--- src/rtl/la_crc_pkg.sv ---
// Shared definitions for the serial CRC blocks: FSM encoding and standard
// polynomial presets, each given as poly/init/xorout.
package la_crc_pkg;

  typedef enum logic {
    DATA   = 1'b0,
    APPEND = 1'b1
  } state_e;

  localparam logic [31:0] CRC8_SMBUS_POLY    = 32'h0000_0007;
  localparam logic [31:0] CRC8_SMBUS_INIT    = 32'h0000_0000;
  localparam logic [31:0] CRC8_SMBUS_XOROUT  = 32'h0000_0000;

  localparam logic [31:0] CRC16_CCITT_POLY   = 32'h0000_1021;
  localparam logic [31:0] CRC16_CCITT_INIT   = 32'h0000_FFFF;
  localparam logic [31:0] CRC16_CCITT_XOROUT = 32'h0000_0000;

  localparam logic [31:0] CRC32_POLY         = 32'h04C1_1DB7;
  localparam logic [31:0] CRC32_INIT         = 32'hFFFF_FFFF;
  localparam logic [31:0] CRC32_XOROUT       = 32'hFFFF_FFFF;

endpackage

--- src/rtl/la_crcstep.sv ---
// Combinational single-bit Galois LFSR update: XOR cells only where POLY has taps.
module la_crcstep #(
  parameter int          WIDTH = 8,
  parameter logic [31:0] POLY  = 32'h07,
  parameter string       PROP  = "DEFAULT"
) (
  input  logic [WIDTH-1:0] crc_i,
  input  logic             bit_i,
  output logic [WIDTH-1:0] crc_o
);

  logic fb;

  la_xor2 #(.PROP(PROP)) u_fb (
    .a_i(crc_i[WIDTH-1]),
    .b_i(bit_i),
    .y_o(fb)
  );

  for (genvar i = 0; i < WIDTH; i++) begin : g_tap
    logic shifted;

    if (i == 0) begin : g_lsb
      assign shifted = 1'b0;
    end else begin : g_shift
      assign shifted = crc_i[i-1];
    end

    if (POLY[i]) begin : g_xor
      la_xor2 #(.PROP(PROP)) u_x (
        .a_i(shifted),
        .b_i(fb),
        .y_o(crc_o[i])
      );
    end else begin : g_pass
      assign crc_o[i] = shifted;
    end
  end

endmodule

--- src/rtl/la_xor2.sv ---
// Two-input XOR cell used at the LFSR taps; PROP selects the gate-level form.
module la_xor2 #(
  parameter string PROP = "DEFAULT"
) (
  input  logic a_i,
  input  logic b_i,
  output logic y_o
);

  // "NAND" builds the classic four-NAND XOR for flows that want plain gates.
  if (PROP == "NAND") begin : g_nand
    logic n;
    assign n   = ~(a_i & b_i);
    assign y_o = ~(~(a_i & n) & ~(b_i & n));
  end else begin : g_xor
    assign y_o = a_i ^ b_i;
  end

endmodule

--- src/rtl/la_crcser.sv ---
// Serial CRC generator: forwards payload bits through one output register and
// appends the WIDTH-bit CRC, MSB first, after the bit flagged in_last.
module la_crcser
  import la_crc_pkg::*;
#(
  parameter int          WIDTH  = 8,
  parameter logic [31:0] POLY   = CRC8_SMBUS_POLY,
  parameter logic [31:0] INIT   = CRC8_SMBUS_INIT,
  parameter logic [31:0] XOROUT = CRC8_SMBUS_XOROUT,
  parameter string       PROP   = "DEFAULT"
) (
  input  logic             clk,
  input  logic             reset,
  input  logic             in_valid,
  input  logic             in_data,
  input  logic             in_last,
  output logic             in_ready,
  output logic             out_valid,
  output logic             out_data,
  output logic             out_last,
  input  logic             out_ready,
  output logic [WIDTH-1:0] crc
);

  localparam int CW = $clog2(WIDTH);
  localparam logic [WIDTH-1:0] INIT_W   = INIT[WIDTH-1:0];
  localparam logic [WIDTH-1:0] XOROUT_W = XOROUT[WIDTH-1:0];

  state_e           state_q, state_d;
  logic [WIDTH-1:0] crc_q, crc_d;
  logic [WIDTH-1:0] sreg_q, sreg_d;
  logic [WIDTH-1:0] step;
  logic [CW-1:0]    cnt_q, cnt_d;
  logic             ov_q, ov_d;
  logic             od_q, od_d;
  logic             ol_q, ol_d;
  logic             slot_free;
  logic             accept;

  la_crcstep #(.WIDTH(WIDTH), .POLY(POLY), .PROP(PROP)) u_step (
    .crc_i(crc_q),
    .bit_i(in_data),
    .crc_o(step)
  );

  // The output register may be reloaded whenever it is empty or being drained.
  assign slot_free = !ov_q | out_ready;
  assign in_ready  = (state_q == DATA) & slot_free;
  assign accept    = in_valid & in_ready;

  always_ff @(posedge clk) begin
    if (reset) state_q <= DATA;
    else       state_q <= state_d;
  end

  always_comb begin
    state_d = state_q;
    case (state_q)
      DATA:    if (accept && in_last)            state_d = APPEND;
      APPEND:  if (slot_free && cnt_q == '0)     state_d = DATA;
      default:                                   state_d = DATA;
    endcase
  end

  always_comb begin
    crc_d  = crc_q;
    sreg_d = sreg_q;
    cnt_d  = cnt_q;
    ov_d   = ov_q;
    od_d   = od_q;
    ol_d   = ol_q;
    case (state_q)
      DATA: begin
        if (accept) begin
          od_d  = in_data;
          ov_d  = 1'b1;
          ol_d  = 1'b0;
          crc_d = step;
          if (in_last) begin
            sreg_d = step ^ XOROUT_W;
            cnt_d  = CW'(WIDTH - 1);
          end
        end else if (slot_free) begin
          ov_d = 1'b0;
        end
      end
      APPEND: begin
        if (slot_free) begin
          od_d   = sreg_q[WIDTH-1];
          sreg_d = {sreg_q[WIDTH-2:0], 1'b0};
          ov_d   = 1'b1;
          ol_d   = (cnt_q == '0);
          cnt_d  = cnt_q - CW'(1);
          if (cnt_q == '0) crc_d = INIT_W;
        end
      end
      default: ;
    endcase
  end

  always_ff @(posedge clk) begin
    if (reset) begin
      crc_q  <= INIT_W;
      sreg_q <= '0;
      cnt_q  <= '0;
      ov_q   <= 1'b0;
      od_q   <= 1'b0;
      ol_q   <= 1'b0;
    end else begin
      crc_q  <= crc_d;
      sreg_q <= sreg_d;
      cnt_q  <= cnt_d;
      ov_q   <= ov_d;
      od_q   <= od_d;
      ol_q   <= ol_d;
    end
  end

  assign out_valid = ov_q;
  assign out_data  = od_q;
  assign out_last  = ol_q;
  assign crc       = crc_q;

endmodule

--- config.mk ---
export PLATFORM = sky130hd
export DESIGN_NAME = la_crcser
export DESIGN_NICKNAME = d
export VERILOG_FILES = /design/src/rtl/la_crc_pkg.sv /design/src/rtl/la_crcstep.sv /design/src/rtl/la_xor2.sv /design/src/rtl/la_crcser.sv
export SDC_FILE = /design/constraint.sdc
export NUM_CORES = 1
export LEC_CHECK = 0
export CAP_MARGIN = 40
export CORE_ASPECT_RATIO = 0.9
export CORE_MARGIN = 2
export CORE_UTILIZATION = 35
export CTS_CLUSTER_DIAMETER = 50
export DETAILED_ROUTE_END_ITERATION = 8
export PLACE_DENSITY = 0.65
export SLEW_MARGIN = 20
export SYNTH_ARGS = -nofsm -noshare
export SYNTH_HDL_FRONTEND = slang
export SYNTH_SLANG_ARGS = --single-unit
--- constraint.sdc ---
create_clock -name clk -period 3.65 [get_ports clk]
set_input_delay 1.095 -clock clk [delete_from_list [all_inputs] [get_ports clk]]
set_output_delay 1.095 -clock clk [all_outputs]
set_load 0.02 [all_outputs]
==> metrics.md, run 1 <==
| Metric | Value |
|---|---|
| CP Max Fanout | `2` |
| Number of global-route vias before repair | `857` |
| Yosys cell types | `32` |
| Layout cell share with drive strength beyond 1 | `15.87%` |
| Drt initial violations | `7` |
| Final net count | `135` |
| VDD IR max | `0.0002419 V` |
| Clock buffer depth | `2` |
| Final WL | `2228 µm` |
| RD Place Congestion | `0.7708` |
| Die Span Y | `58.20 µm` |
| CP required | `2.55 ns` |
| Worst hold path class | `reg2reg` |
| Final setup margin | `0.4329 ns` |
| DRT Pass-1 Iters | `4` |
| CTS tree | `done` |
| Die Wd | `64.22 µm` |
| Largest net degree at the start of global routing | `19` |
| Unrepaired setup endpoints after global routing | `no` |
| CP Launch Type | `primary input` |
| Die area | `0.003738 mm²` |
| Final Cycle Share | `88.14%` |
| Post-route cell area | `0.001336 mm²` |
| Status | `completed` |
| Setup_tns | `0 ns` |
| Vias | `842` |
| Share of the synthesized area in the top cell type | `40.31%` |
| Sw frac | `30.17%` |
| Clk pwr share | `23.2%` |
| Starting Density | `36.96%` |
| Pleak | `0.4556 nW` |
| Skew final | `0.01078 ns` |
| Pins Over Slew Limit | `0` |
| Reg clk slew, reported paths | `0.12 ns` |
| Area growth syn-to-layout | `16.98%` |
| Core area | `0.003090 mm²` |
| Port bufs | `17` |
| Max Fclk | `310.8 MHz` |
| Post-Syn Area | `0.001142 mm²` |
| GR Overflow Total | `0` |
| Root buffer cell | `clkbuf_4` |
| Residual DRC | `0` |
| Biggest area consumer among synthesized cells | `dfxtp_1` |
| Slew HR | `66.01%` |
| Tmin final | `3.217 ns` |
| Data arrival, critical path | `2.12 ns` |
| # IOs | `18` |
| Via density per instance | `5.012` |
| Combinational power share | `22.7%` |
| DP HPWL | `1648 µm` |
| Sequential Power Share | `54.1%` |
| Setup bufs post-CTS | `0` |
| Post-Place Worst Slack | `0.02097 ns` |
| Max_cap viols | `0` |
| Internal power | `0.3640 mW` |
| CP Capture Type | `primary output` |
| Util after Layout | `43.24%` |
| Critical path type | `in2out` |
| Setup Viol. Count Final | `0` |
| H-tree Lvls | `1` |
| Cts repair resizes | `0` |
| Top cells by area in the synthesized netlist | `dfxtp_1 (40%), o32ai_2 (7.1%), mux2i_1 (7.0%)` |
| Synth Warn # | `0` |
| Final hold violation count | `0` |
| Syn nets | `121` |
| NetSw | `0.1573 mW` |
| Cells after synthesis | `113` |
| Antenna violations before repair | `0` |
| Wire length per cell | `13.26 µm` |
| Least-Margin Pin Slew | `0.5082 ns` |
| Cell Rows | `19` |
| Number of antenna repair diodes | `0` |
| First-pass GRT wire length | `3829 µm` |
| Synth Area per Inst | `10.11 µm²` |
| Skew-Pair Late Insertion Delay | `0.32 ns` |
| Tot Pwr | `0.5213 mW` |
| PwrDens | `390.1 mW/mm²` |
| Sequential-to-total area share from yosys stat | `40.31%` |
| CTS Buf Count | `3` |
| Placed Area | `0.001306 mm²` |
| Hold_buf cts | `0` |
| #FFs+latches synth | `23` |
| Clk sink count | `23` |
| Detail Route Antenna Nets | `0` |
| Tot GR Track Use | `13.60%` |
==> metrics by stage <==
stage               instances  hold slack [ns]
CTS                       168           0.4997
global route              168           0.5223
floorplan                 113           0.4492
finish                    168           0.4955
detailed placement        164           0.4814
global placement          164           0.4697
==> synthesized netlist by cell type <==
master    number
clkbuf_1       1
xnor2_1        3
a311oi_1       1
buf_1          1
nand3b_4       1
buf_4          4
buf_6          3
o32ai_2        5
or2_1          1
nor2_4         1
nor3_1         2
nand2b_4       1
buf_2          2
o32ai_4        1
a32o_1         2
nand2b_1       1
dfxtp_1       23
mux2_2         1
and4b_4        1
nor2_1        16
a211oi_1       7
a21oi_2        1
inv_1          7
or3b_1         1
ha_1           2
o21ai_0        2
a21oi_1        5
and2b_2        1
a31oi_1        1
a41o_1         1
nand2_1        6
mux2i_1        8
==> cells by family after synthesis <==
logic type	count (synthesis)	synth area share, %
mux	9	7.996
xor+xnor	3	2.301
compound gates	26	21.91
buf+inv	18	9.419
simple gates	32	15.88
fa+ha+maj	2	2.190
flops	23	40.31
==> worst max-delay path, stage by stage <==
cell,delay (ns)
clkdlybuf4s50_1,0.47
and2b_2,0.22
nor2_1,0.09
dlymetal6s2s_1,0.24
==> power groups by stage <==
stage | sequential, mW | clock (mW) | combinational (mW)
after CTS | 0.282 | 0.124 | 0.121
after global placement | 0.287 | 0 | 0.115
final | 0.282 | 0.121 | 0.119
after detailed placement | 0.288 | 0 | 0.120
after floorplan | 0.290 | 0 | 0.0866
after global routing | 0.285 | 0.135 | 0.131
==> per-layer routing <==
layer	up-vias	GRT usage [%]	wire [µm]
met3	5	2.330	47
met5	-	0	0
met2	13	23.66	1127
met1	403	15.75	996
met4	0	8.207	57
li1	421	-	-
==> area by class of cell <==
| class | instances | area, µm² |
|---|---|---|
| fill | 317 | 1754 |
| multi-input combinational | 72 | 574.3 |
| sequential | 23 | 460.4 |
| timing repair buffer | 20 | 195.2 |
| tap | 42 | 52.55 |
| inverter | 7 | 26.28 |
| clock buffer | 3 | 22.52 |
| clock inverter | 1 | 5.005 |
==> path summary, 6_finish.rpt <==
kind                          startpoint                     end  slack, ns  cells after the start
setup / recovery               out_ready                in_ready       0.43                      4
hold / removal    sreg_q[0]$_SDFFE_PP0P_  sreg_q[0]$_SDFFE_PP0P_       0.50                      2
setup reg to reg      state_q$_SDFF_PP0_     crc[6]$_SDFFE_PP0P_       2.14                      4
hold reg to reg   sreg_q[0]$_SDFFE_PP0P_  sreg_q[0]$_SDFFE_PP0P_       0.50                      2
==> flip-flops by register name, summed over array words and instances (netlist names) <==
signal and flops:
sreg_q 8, out_last 1, out_data 1, state_q 1
crc 8, out_valid 1, cnt_q 3
==> cells in the final DEF, fill, tap and decap left out <==
cell type        synthesis  final
buf_4                    4      3
o32ai_2                  5      5
a41o_1                   1      1
nand3b_4                 1      1
dfxtp_1                 23     23
ha_1                     2      2
dlymetal6s2s_1           0      1
inv_1                    7      7
xnor2_1                  3      3
a21oi_2                  1      1
a311oi_1                 1      1
or2_1                    1      1
a31oi_1                  1      1
o21ai_0                  2      2
clkbuf_4                 0      3
a211oi_1                 7      7
o32ai_4                  1      1
nand2_1                  6      6
and4b_4                  1      1
nor2_1                  16     16
nor3_1                   2      2
clkinv_2                 0      1
mux2_2                   1      1
nor2_4                   1      1
nand2b_4                 1      1
and2b_2                  1      1
clkdlybuf4s50_1          0     16
a21oi_1                  5      5
or3b_1                   1      1
a32o_1                   2      2
mux2i_1                  8      8
nand2b_1                 1      1
Note: power is estimated with default switching activity, not from simulation.
==> inputs of run 2 (changes only) <==
- CORE_MARGIN: 2 -> 1.5
==> run 2 against run 1 <==
Final cell count did not move. Die area decreased by 3.2%. Register-to-register slack about the same. Routed wire length up 0.36%. Critical path type unchanged. Clock power hardly changed. Clock skew down 0.0014 ns. Global-route usage fell by 0.55 points. Highest routed layer unchanged. First-iteration DRC count is 110% higher.
==> metrics.md, run 2 (synthesis gave the netlist of run 1 again) <==
| Metric | Value |
|---|---|
| Data arrival, critical path | `2.11 ns (was 2.12 ns)` |
| Final hold violation count | `0 (unchanged)` |
| R2R Setup Slk | `2.14 ns (about the same)` |
| Number of antenna repair diodes | `0 (unchanged)` |
| DP HPWL | `1602 µm (was 1648 µm)` |
| Max_cap viols | `0 (unchanged)` |
| Tmin final | `3.201 ns (was 3.217 ns)` |
| Post-route cell area | `0.001336 mm² (unchanged)` |
| Status | `completed (unchanged)` |
| Setup bufs post-CTS | `0 (unchanged)` |
| Hold depth | `2 (unchanged)` |
| Final setup margin | `0.4494 ns (was 0.4329 ns)` |
| VDD IR max | `0.0002444 V (was 0.0002419 V)` |
| CTS tree | `done (unchanged)` |
| Worst reg2reg path endpoint | `crc[6]$_SDFFE_PP0P_ (unchanged)` |
| First-pass GRT wire length | `3808 µm (was 3829 µm)` |
| Final Cycle Share | `87.69% (was 88.14%)` |
| Drt initial violations | `15 (was 7)` |
| Wire length per cell | `13.31 µm (was 13.26 µm)` |
| Cell Rows | `19 (unchanged)` |
| Setup_tns | `0 ns (unchanged)` |
| Core area | `0.003090 mm² (unchanged)` |
| DR WL met3 | `66 µm (was 47 µm)` |
| Number of global-route vias before repair | `857 (unchanged)` |
| Pleak | `0.4556 nW (unchanged)` |
| Die Wd | `63.22 µm (was 64.22 µm)` |
| CP Max Fanout | `2 (unchanged)` |
| Clk sink count | `23 (unchanged)` |
| Via density per instance | `5.113 (was 5.012)` |
| DRT met1 WL | `973 µm (was 996 µm)` |
| Setup Viol. Count Final | `0 (unchanged)` |
| Final WL | `2236 µm (was 2228 µm)` |
| DRT Pass-1 Iters | `4 (unchanged)` |
| Root buffer cell | `clkbuf_4 (unchanged)` |
| Most common cell after layout, fill and taps aside | `dfxtp_1 (unchanged)` |
| Final Hold Slack | `0.5110 ns (was 0.4955 ns)` |
| Worst hold path class | `reg2reg (unchanged)` |
| Util after Layout | `43.24% (unchanged)` |
| Least-Margin Pin Slew | `0.5342 ns (was 0.5082 ns)` |
| Antenna violations before repair | `0 (unchanged)` |
| Pins Over Slew Limit | `0 (unchanged)` |
| Residual DRC | `0 (unchanged)` |
| PwrDens | `387.9 mW/mm² (was 390.1 mW/mm²)` |
| RD Place Congestion | `0.7656 (was 0.7708)` |
| Unrepaired setup endpoints after global routing | `no (unchanged)` |
| CP Launch Type | `primary input (unchanged)` |
| Max Fclk | `312.4 MHz (was 310.8 MHz)` |
| Die area | `0.003616 mm² (was 0.003738 mm²)` |
| CP required | `2.55 ns (about the same)` |
| Metal2 WL | `1178 µm (was 1127 µm)` |
| # IOs | `18 (unchanged)` |
| Starting Density | `36.96% (unchanged)` |
| CTS Buf Count | `3 (unchanged)` |
| Dpl cells | `164 (unchanged)` |
| Detail Route Antenna Nets | `0 (unchanged)` |
| Die Span Y | `57.20 µm (was 58.20 µm)` |
| Worst hold start | `sreg_q[4]$_SDFFE_PP0P_ (was sreg_q[0]$_SDFFE_PP0P_)` |
| R2R depth | `4 (unchanged)` |
| Non-Filler Instances | `168 (unchanged)` |
| Port bufs | `17 (unchanged)` |
| H-tree Lvls | `1 (unchanged)` |
| Skew-Pair Late Insertion Delay | `0.31 ns (was 0.32 ns)` |
| Skew final | `0.009365 ns (was 0.01078 ns)` |
| Vias | `859 (was 842)` |
| Cts repair resizes | `0 (unchanged)` |
| Slew HR | `64.28% (was 66.01%)` |
| Most frequent cells in the layout | `dfxtp_1 (23), nor2_1 (16), clkdlybuf4s50_1 (16) (unchanged)` |
| Hold_buf cts | `0 (unchanged)` |
| Layout cell share with drive strength beyond 1 | `15.87% (unchanged)` |
| CP Capture Type | `primary output (unchanged)` |
| GR Overflow Total | `0 (unchanged)` |
| Area growth syn-to-layout | `16.98% (unchanged)` |
| Top Metal Used | `met4 (unchanged)` |
| Tot GR Track Use | `13.04% (was 13.60%)` |
| Reg clk slew, reported paths | `0.14 ns (was 0.12 ns)` |
| Final net count | `135 (unchanged)` |
| RR Startpoint | `state_q$_SDFF_PP0_ (unchanged)` |
| Clock buffer depth | `2 (unchanged)` |
| Largest net degree at the start of global routing | `19 (unchanged)` |
| Placed Area | `0.001306 mm² (unchanged)` |
| Critical path type | `in2out (unchanged)` |
| Post-Place Worst Slack | `0.04788 ns (was 0.02097 ns)` |
| Worst Hold End | `sreg_q[4]$_SDFFE_PP0P_ (was sreg_q[0]$_SDFFE_PP0P_)` |
| Tot Pwr | `0.5183 mW (was 0.5213 mW)` |
## run 2: cell counts in the layout (fill, tap and decap cells not counted)
No cell type changed its count.
## run 2: worst max-delay path, cell delays in order
cell and delay, ns:
clkdlybuf4s50_1 0.48, and2b_2 0.23, nor2_1 0.07, dlymetal6s2s_1 0.23
## run 2: cell type report
class                   instances  area, µm²
clock inverters                 1      5.005
flip-flops and latches         23      460.4
repair buffers                 20      195.2
inverters                       7      26.28
well taps                      42      52.55
fillers                       322       1754
multi-input cells              72      574.3
clock buffers                   3      22.52
## run 2: layer usage
| layer | track usage, % | vias to the layer above |
|---|---|---|
| met4 | 2.795 | 0 |
| met5 | 0 | - |
| met2 | 24.92 | 17 |
| met3 | 1.775 | 2 |
| li1 | - | 422 |
| met1 | 15.68 | 418 |
## run 2: where the power goes
part           switching [mW]  internal [mW]  leakage [nW]
Sequential             0.0122          0.270         0.189
Clock                  0.0772         0.0408        0.0177
Combinational          0.0652         0.0528         0.249
## run 2: how the worst max path moves through the flow
stage                     endpoint  slack (ns)  startpoint  depth (start not counted)
final                     in_ready        0.45   out_ready                          4
after global routing      in_ready        0.37   out_ready                          4
after CTS                 in_ready        0.05   out_ready                          4
after detailed placement  in_ready        0.05   out_ready                          4
after global placement    in_ready         0.1   out_ready                          4
after floorplan           in_ready        0.94   out_ready                          2
==> edit 1: new RTL, flow settings as in run 2 <==
`WIDTH` is set to 8 in 2 places; all go to 16.
--- a/src/rtl/la_crcstep.sv
+++ b/src/rtl/la_crcstep.sv
@@ -1,6 +1,6 @@
 // Combinational single-bit Galois LFSR update: XOR cells only where POLY has taps.
 module la_crcstep #(
-  parameter int          WIDTH = 8,
+  parameter int          WIDTH = 16,
   parameter logic [31:0] POLY  = 32'h07,
   parameter string       PROP  = "DEFAULT"
 ) (
--- a/src/rtl/la_crcser.sv
+++ b/src/rtl/la_crcser.sv
@@ -3,7 +3,7 @@
 module la_crcser
   import la_crc_pkg::*;
 #(
-  parameter int          WIDTH  = 8,
+  parameter int          WIDTH  = 16,
   parameter logic [31:0] POLY   = CRC8_SMBUS_POLY,
   parameter logic [31:0] INIT   = CRC8_SMBUS_INIT,
   parameter logic [31:0] XOROUT = CRC8_SMBUS_XOROUT,
Ports: changed (resized crc); port bits go from 18 to 26. No check against the original RTL was run, so the function may have changed too.
==> edit 1 against run 2 <==
- worst setup slack got worse by 0.28 ns
- routed wire length increased by 100%
- critical endpoint unchanged
- count of clock-buffer cells in the layout increased by 4
- total power increased by 90%
- fmax decreased by 7.9%
- sequential power increased by 72%
- area after synthesis increased by 79%
- critical path depth unchanged
- worst hold slack got worse by 0.016 ns
- sequential share of layout area decreased by 1.4 points
- die area increased by 75%
- sequential cell count increased by 17
- cell area increased by 82%
==> edit 1: results (changes against run 2) <==
- Outcome: completed (unchanged)
- CP Max Fanout: 5 (was 2)
- Initial DRC Count: 136 (was 15)
- Total Routing Usage GR: 14.8% (was 13.0%)
- Diode count: 0 (unchanged)
- Crit path DAT: 2.38 ns (was 2.11 ns)
- Worst Clk Skew: 0.00490 ns (was 0.00937 ns)
- Initial antenna violation count: 0 (unchanged)
- Req. time, crit path: 2.55 ns (about the same)
- Sequential fraction of the synthesis area: 39.1% (was 40.3%)
- First drt pass iteration count: 4 (unchanged)
- Max-slew headroom: 56.7% (was 64.3%)
- Dpl hpwl: 2780 µm (was 1600 µm)
- Post-CTS setup buffers: 0 (unchanged)
- Ys Warns: 0 (unchanged)
- First-pass GRT wire length: 7480 µm (was 3810 µm)
- Vias in the first global route: 1572 (was 857)
- Pleak: 0.835 nW (was 0.456 nW)
- Nets: 241 (was 135)
- Peak VDD IR: 0.000168 V (was 0.000244 V)
- Layout cells sized above 1: 13.7% (was 15.9%)
- Port Buffer Count: 25 (was 17)
- Routed wire length: 4540 µm (was 2240 µm)
- Clock slew at reported path FFs: 0.08 ns (was 0.14 ns)
- H-Tree Depth: 2 (was 1)
- Clock Latency Late Sink: 0.29 ns (was 0.31 ns)
- Max clock buf depth: 2 (unchanged)
- Top post-synthesis cells by area: dfxtp_1 39%, o41ai_2 7.9%, mux2i_1 7.8% (was dfxtp_1 40%, o32ai_2 7.1%, mux2i_1 7.0%)
- CTS Buf Count: 5 (was 3)
- Dominant synthesized flop cell: dfxtp_1 (unchanged)
- GPL Wtd Cong: 0.713 (was 0.766)
- Layout fillers: 589 (was 322)
- Post_cts resized: 0 (unchanged)
- Worst hold path class: reg2reg (unchanged)
- Via density: 5.54 (was 5.11)
- Fraction of registers with async set/reset: 0% (unchanged)
- Root Driver: clkbuf_8 (was clkbuf_4)
- Syn_nets: 226 (was 121)
- Netlist cell types: 35 (was 32)
- Largest net degree at the start of global routing: 49 (was 19)
- Synth top cells by count: 40 x dfxtp_1, 20 x a21oi_1, 16 x inv_1, 16 x mux2i_1 (was 23 x dfxtp_1, 16 x nor2_1, 8 x mux2i_1, 7 x a211oi_1, 7 x inv_1)
[edit 1: cell count changes after synthesis, sizes merged, moves of 8 or more]
| cell | delta |
|---|---|
| a21oi | +14 |
| clkbuf | +9 |
| dfxtp | +17 |
| inv | +9 |
| mux2i | +8 |
| nand3 | +14 |
| nor2 | -11 |
| nor3b | +13 |
| o41ai | +14 |
[edit 1: final cells by class]
type	count	area (µm²)	area share (%)
multi-input cells	136	1040	42.9
flip-flops and latches	40	802	33.0
repair buffers	35	340	14.0
clock buffers	7	96.3	3.96
well taps	70	87.6	3.60
inverters	16	60.1	2.47
[edit 1: critical path, stage by stage]
cell	delay [ns]
clkdlybuf4s50_1	0.52
nor2b_4	0.07
nor2_1	0.09
clkdlybuf4s50_1	0.60
[edit 1: cell families after synthesis]
kind of cell | synth area share [%]
fa+ha+maj | 0.610
buf+inv | 10.0
simple gates | 16.3
mux | 7.81
xor+xnor | 0.427
flops | 39.1
compound gates | 25.8
[edit 1: worst paths after layout]
check	endpoint	depth (start not counted)	startpoint	slack, ns
setup reg to reg	crc[4]	5	state_q	1.66
hold / removal	sreg_q[0]	2	sreg_q[0]	0.50
hold reg to reg	sreg_q[0]	2	sreg_q[0]	0.50
setup / recovery	in_ready	4	out_ready	0.17
[edit 1: where the power goes]
part	total (W)	internal (W)	leakage [nW]	switching, W
Combinational	0.000179	0.0000724	0.457	0.000107
Clock	0.000319	0.000168	0.0503	0.000151
Sequential	0.000484	0.000465	0.328	0.0000193
[edit 1: metrics by stage]
stage          std cells  area (µm²)  util, %  worst slack, ns
6_report             304        2430     42.9            0.174
5_1_grt              304        2430     42.9            0.136
2_1_floorplan        219        2050        -             1.14
3_5_place_dp         296        2310     40.7            0.161
4_1_cts              303        2400     42.4            0.157
3_3_place_gp         296        2310     40.7            0.166
[edit 1: routing by layer]
layer	share of wire (%)	track usage, %	wire length, µm	vias to the layer above
li1	-	-	-	835
met4	1.5	6.56	70	0
met2	45	23.8	2070	19
met3	2.3	3.14	104	7
met1	51	19.5	2300	823
met5	0	0	0	-
==> edit 2: new RTL, flow settings as in run 2 <==
Made on the original files. Make the reset (`reset`) asynchronous in 2 clocked blocks.
--- a/src/rtl/la_crcser.sv
+++ b/src/rtl/la_crcser.sv
@@ -48,7 +48,7 @@
   assign in_ready  = (state_q == DATA) & slot_free;
   assign accept    = in_valid & in_ready;
 
-  always_ff @(posedge clk) begin
+  always_ff @(posedge clk or posedge reset) begin
     if (reset) state_q <= DATA;
     else       state_q <= state_d;
   end
@@ -98,7 +98,7 @@
     endcase
   end
 
-  always_ff @(posedge clk) begin
+  always_ff @(posedge clk or posedge reset) begin
     if (reset) begin
       crc_q  <= INIT_W;
       sreg_q <= '0;
Function: differs if reset is asserted again (counterexample within 4 cycles, from zero or initial values and one cycle with reset high); with reset held inactive, the same outputs for 10 cycles.
==> edit 2 against run 2 <==
- area after synthesis is 5.6% higher
- die area up 5.3%
- via count is 9.7% lower
- first-iteration DRC count rose by 20%
- critical endpoint unchanged
- cell count down 7.7%
- highest routed layer unchanged
- routed wire length decreased by 3.0%
- worst setup slack worse by 0.29 ns
- largest cell class is now flip-flops and latches
- sequential share of layout area grew 5.7 points
- cell area up 7.2%
- sequential cell count unchanged
- worst hold slack improved by 0.0040 ns
Power is not compared: it rests on default switching activity, and its combinational part moved more than twofold at a synthesized area within 25%.
==> edit 2: results (changes against run 2) <==
- First-pass GRT wire length: 3550 µm (was 3810 µm)
- Dominant synthesized flop cell: dfrtp_1 (was dfxtp_1)
- Ys Warns: 0 (unchanged)
- GPL Wtd Cong: 0.688 (was 0.766)
- Nets: 120 (was 135)
- Crit path DAT: 2.39 ns (was 2.11 ns)
- Largest net degree at the start of global routing: 22 (was 19)
- Root Driver: clkbuf_8 (was clkbuf_4)
- Top post-synthesis cells by area: dfrtp_1 48%, mux2_4 7.5%, a22o_1 5.1% (was dfxtp_1 40%, o32ai_2 7.1%, mux2i_1 7.0%)
- Layout cells sized above 1: 19.8% (was 15.9%)
- Routed wire length: 2170 µm (was 2240 µm)
- Vias in the first global route: 757 (was 857)
- Max stage delay on crit path: 0.62 ns (was 0.48 ns)
- Post-synthesis xor/xnor area fraction: 4.46% (was 2.30%)
- Max-slew headroom: 74.8% (was 64.3%)
- Initial DRC Count: 18 (was 15)
- Dpl hpwl: 1540 µm (was 1600 µm)
- Sequential fraction of the synthesis area: 47.7% (was 40.3%)
- Layout fillers: 313 (was 322)
- Mux contribution to synthesized area: 11.2% (was 8.00%)
- Outcome: completed (unchanged)
- DR vias: 776 (was 859)
- Synth Area in Compound Gates: 17.6% (was 21.9%)
- CP Max Fanout: 3 (was 2)
- Clock slew at reported path FFs: 0.08 ns (was 0.14 ns)
- Synth top cells by count: 23 x dfrtp_1, 7 x a22o_1, 6 x mux2_4 (was 23 x dfxtp_1, 16 x nor2_1, 8 x mux2i_1, 7 x a211oi_1, 7 x inv_1)
- Syn_nets: 103 (was 121)
- Worst Clk Skew: 0.00416 ns (was 0.00937 ns)
- Worst hold path class: reg2reg (unchanged)
- Clock Latency Late Sink: 0.26 ns (was 0.31 ns)
- Adder-Cell Fraction of Synth Area: 2.07% (was 2.19%)
==> edit 2: final timing paths <==
kind | from | to | slack, ns | depth (start not counted)
min in group asynchronous | reset | cnt_q[1] | 1.03 | 2
min reg2reg | sreg_q[6] | sreg_q[6] | 0.51 | 1
max reg2reg | state_q | sreg_q[4] | 2.16 | 4
max | out_ready | in_ready | 0.16 | 4
max in group asynchronous | reset | out_valid | 2.23 | 3
min | sreg_q[6] | sreg_q[6] | 0.51 | 1
==> edit 2: cell families (layout without fill, tap and decap cells) <==
group,after synthesis,after routing
compound gates,28,28
flops,23,23
simple gates,18,18
buf+inv,11,27
mux,10,10
xor+xnor,3,3
fa+ha+maj,2,2
==> edit 2: layout make-up <==
class	count	share of cell area, %
Multi-Input combinational cell	61	38.0
Timing Repair Buffer	20	14.0
Clock inverter	1	0.349
Inverter	3	0.786
Sequential cell	23	40.2
Tap cell	44	3.84
Clock buffer	3	2.88
==> edit 2: power breakdown <==
part	switching (W)	leakage, nW	internal, W
sequential	0.0000754	0.288	0.000357
clock	0.0000775	0.0255	0.0000761
combinational	0.000238	0.343	0.000305
total	0.000391	0.656	0.000738
==> edit 2: metal layers <==
metal / up-vias / wire length [µm] / track usage [%]
li1: 373 / - / -
met1: 384 / 1020 / 16.3
met2: 16 / 1050 / 19.4
met3: 3 / 74 / 2.29
met4: 0 / 28 / 7.29
met5: - / 0 / 0
==> edit 2: metrics by stage <==
step                setup slack (ns)  util [%]  cell area [µm²]  cells
floorplan                       1.02         -             1210     95
global placement               0.147      41.2             1370    150
detailed placement             0.162      41.7             1390    151
CTS                            0.141      43.0             1430    155
global route                   0.101      43.0             1430    155
finish                         0.163      43.0             1430    155
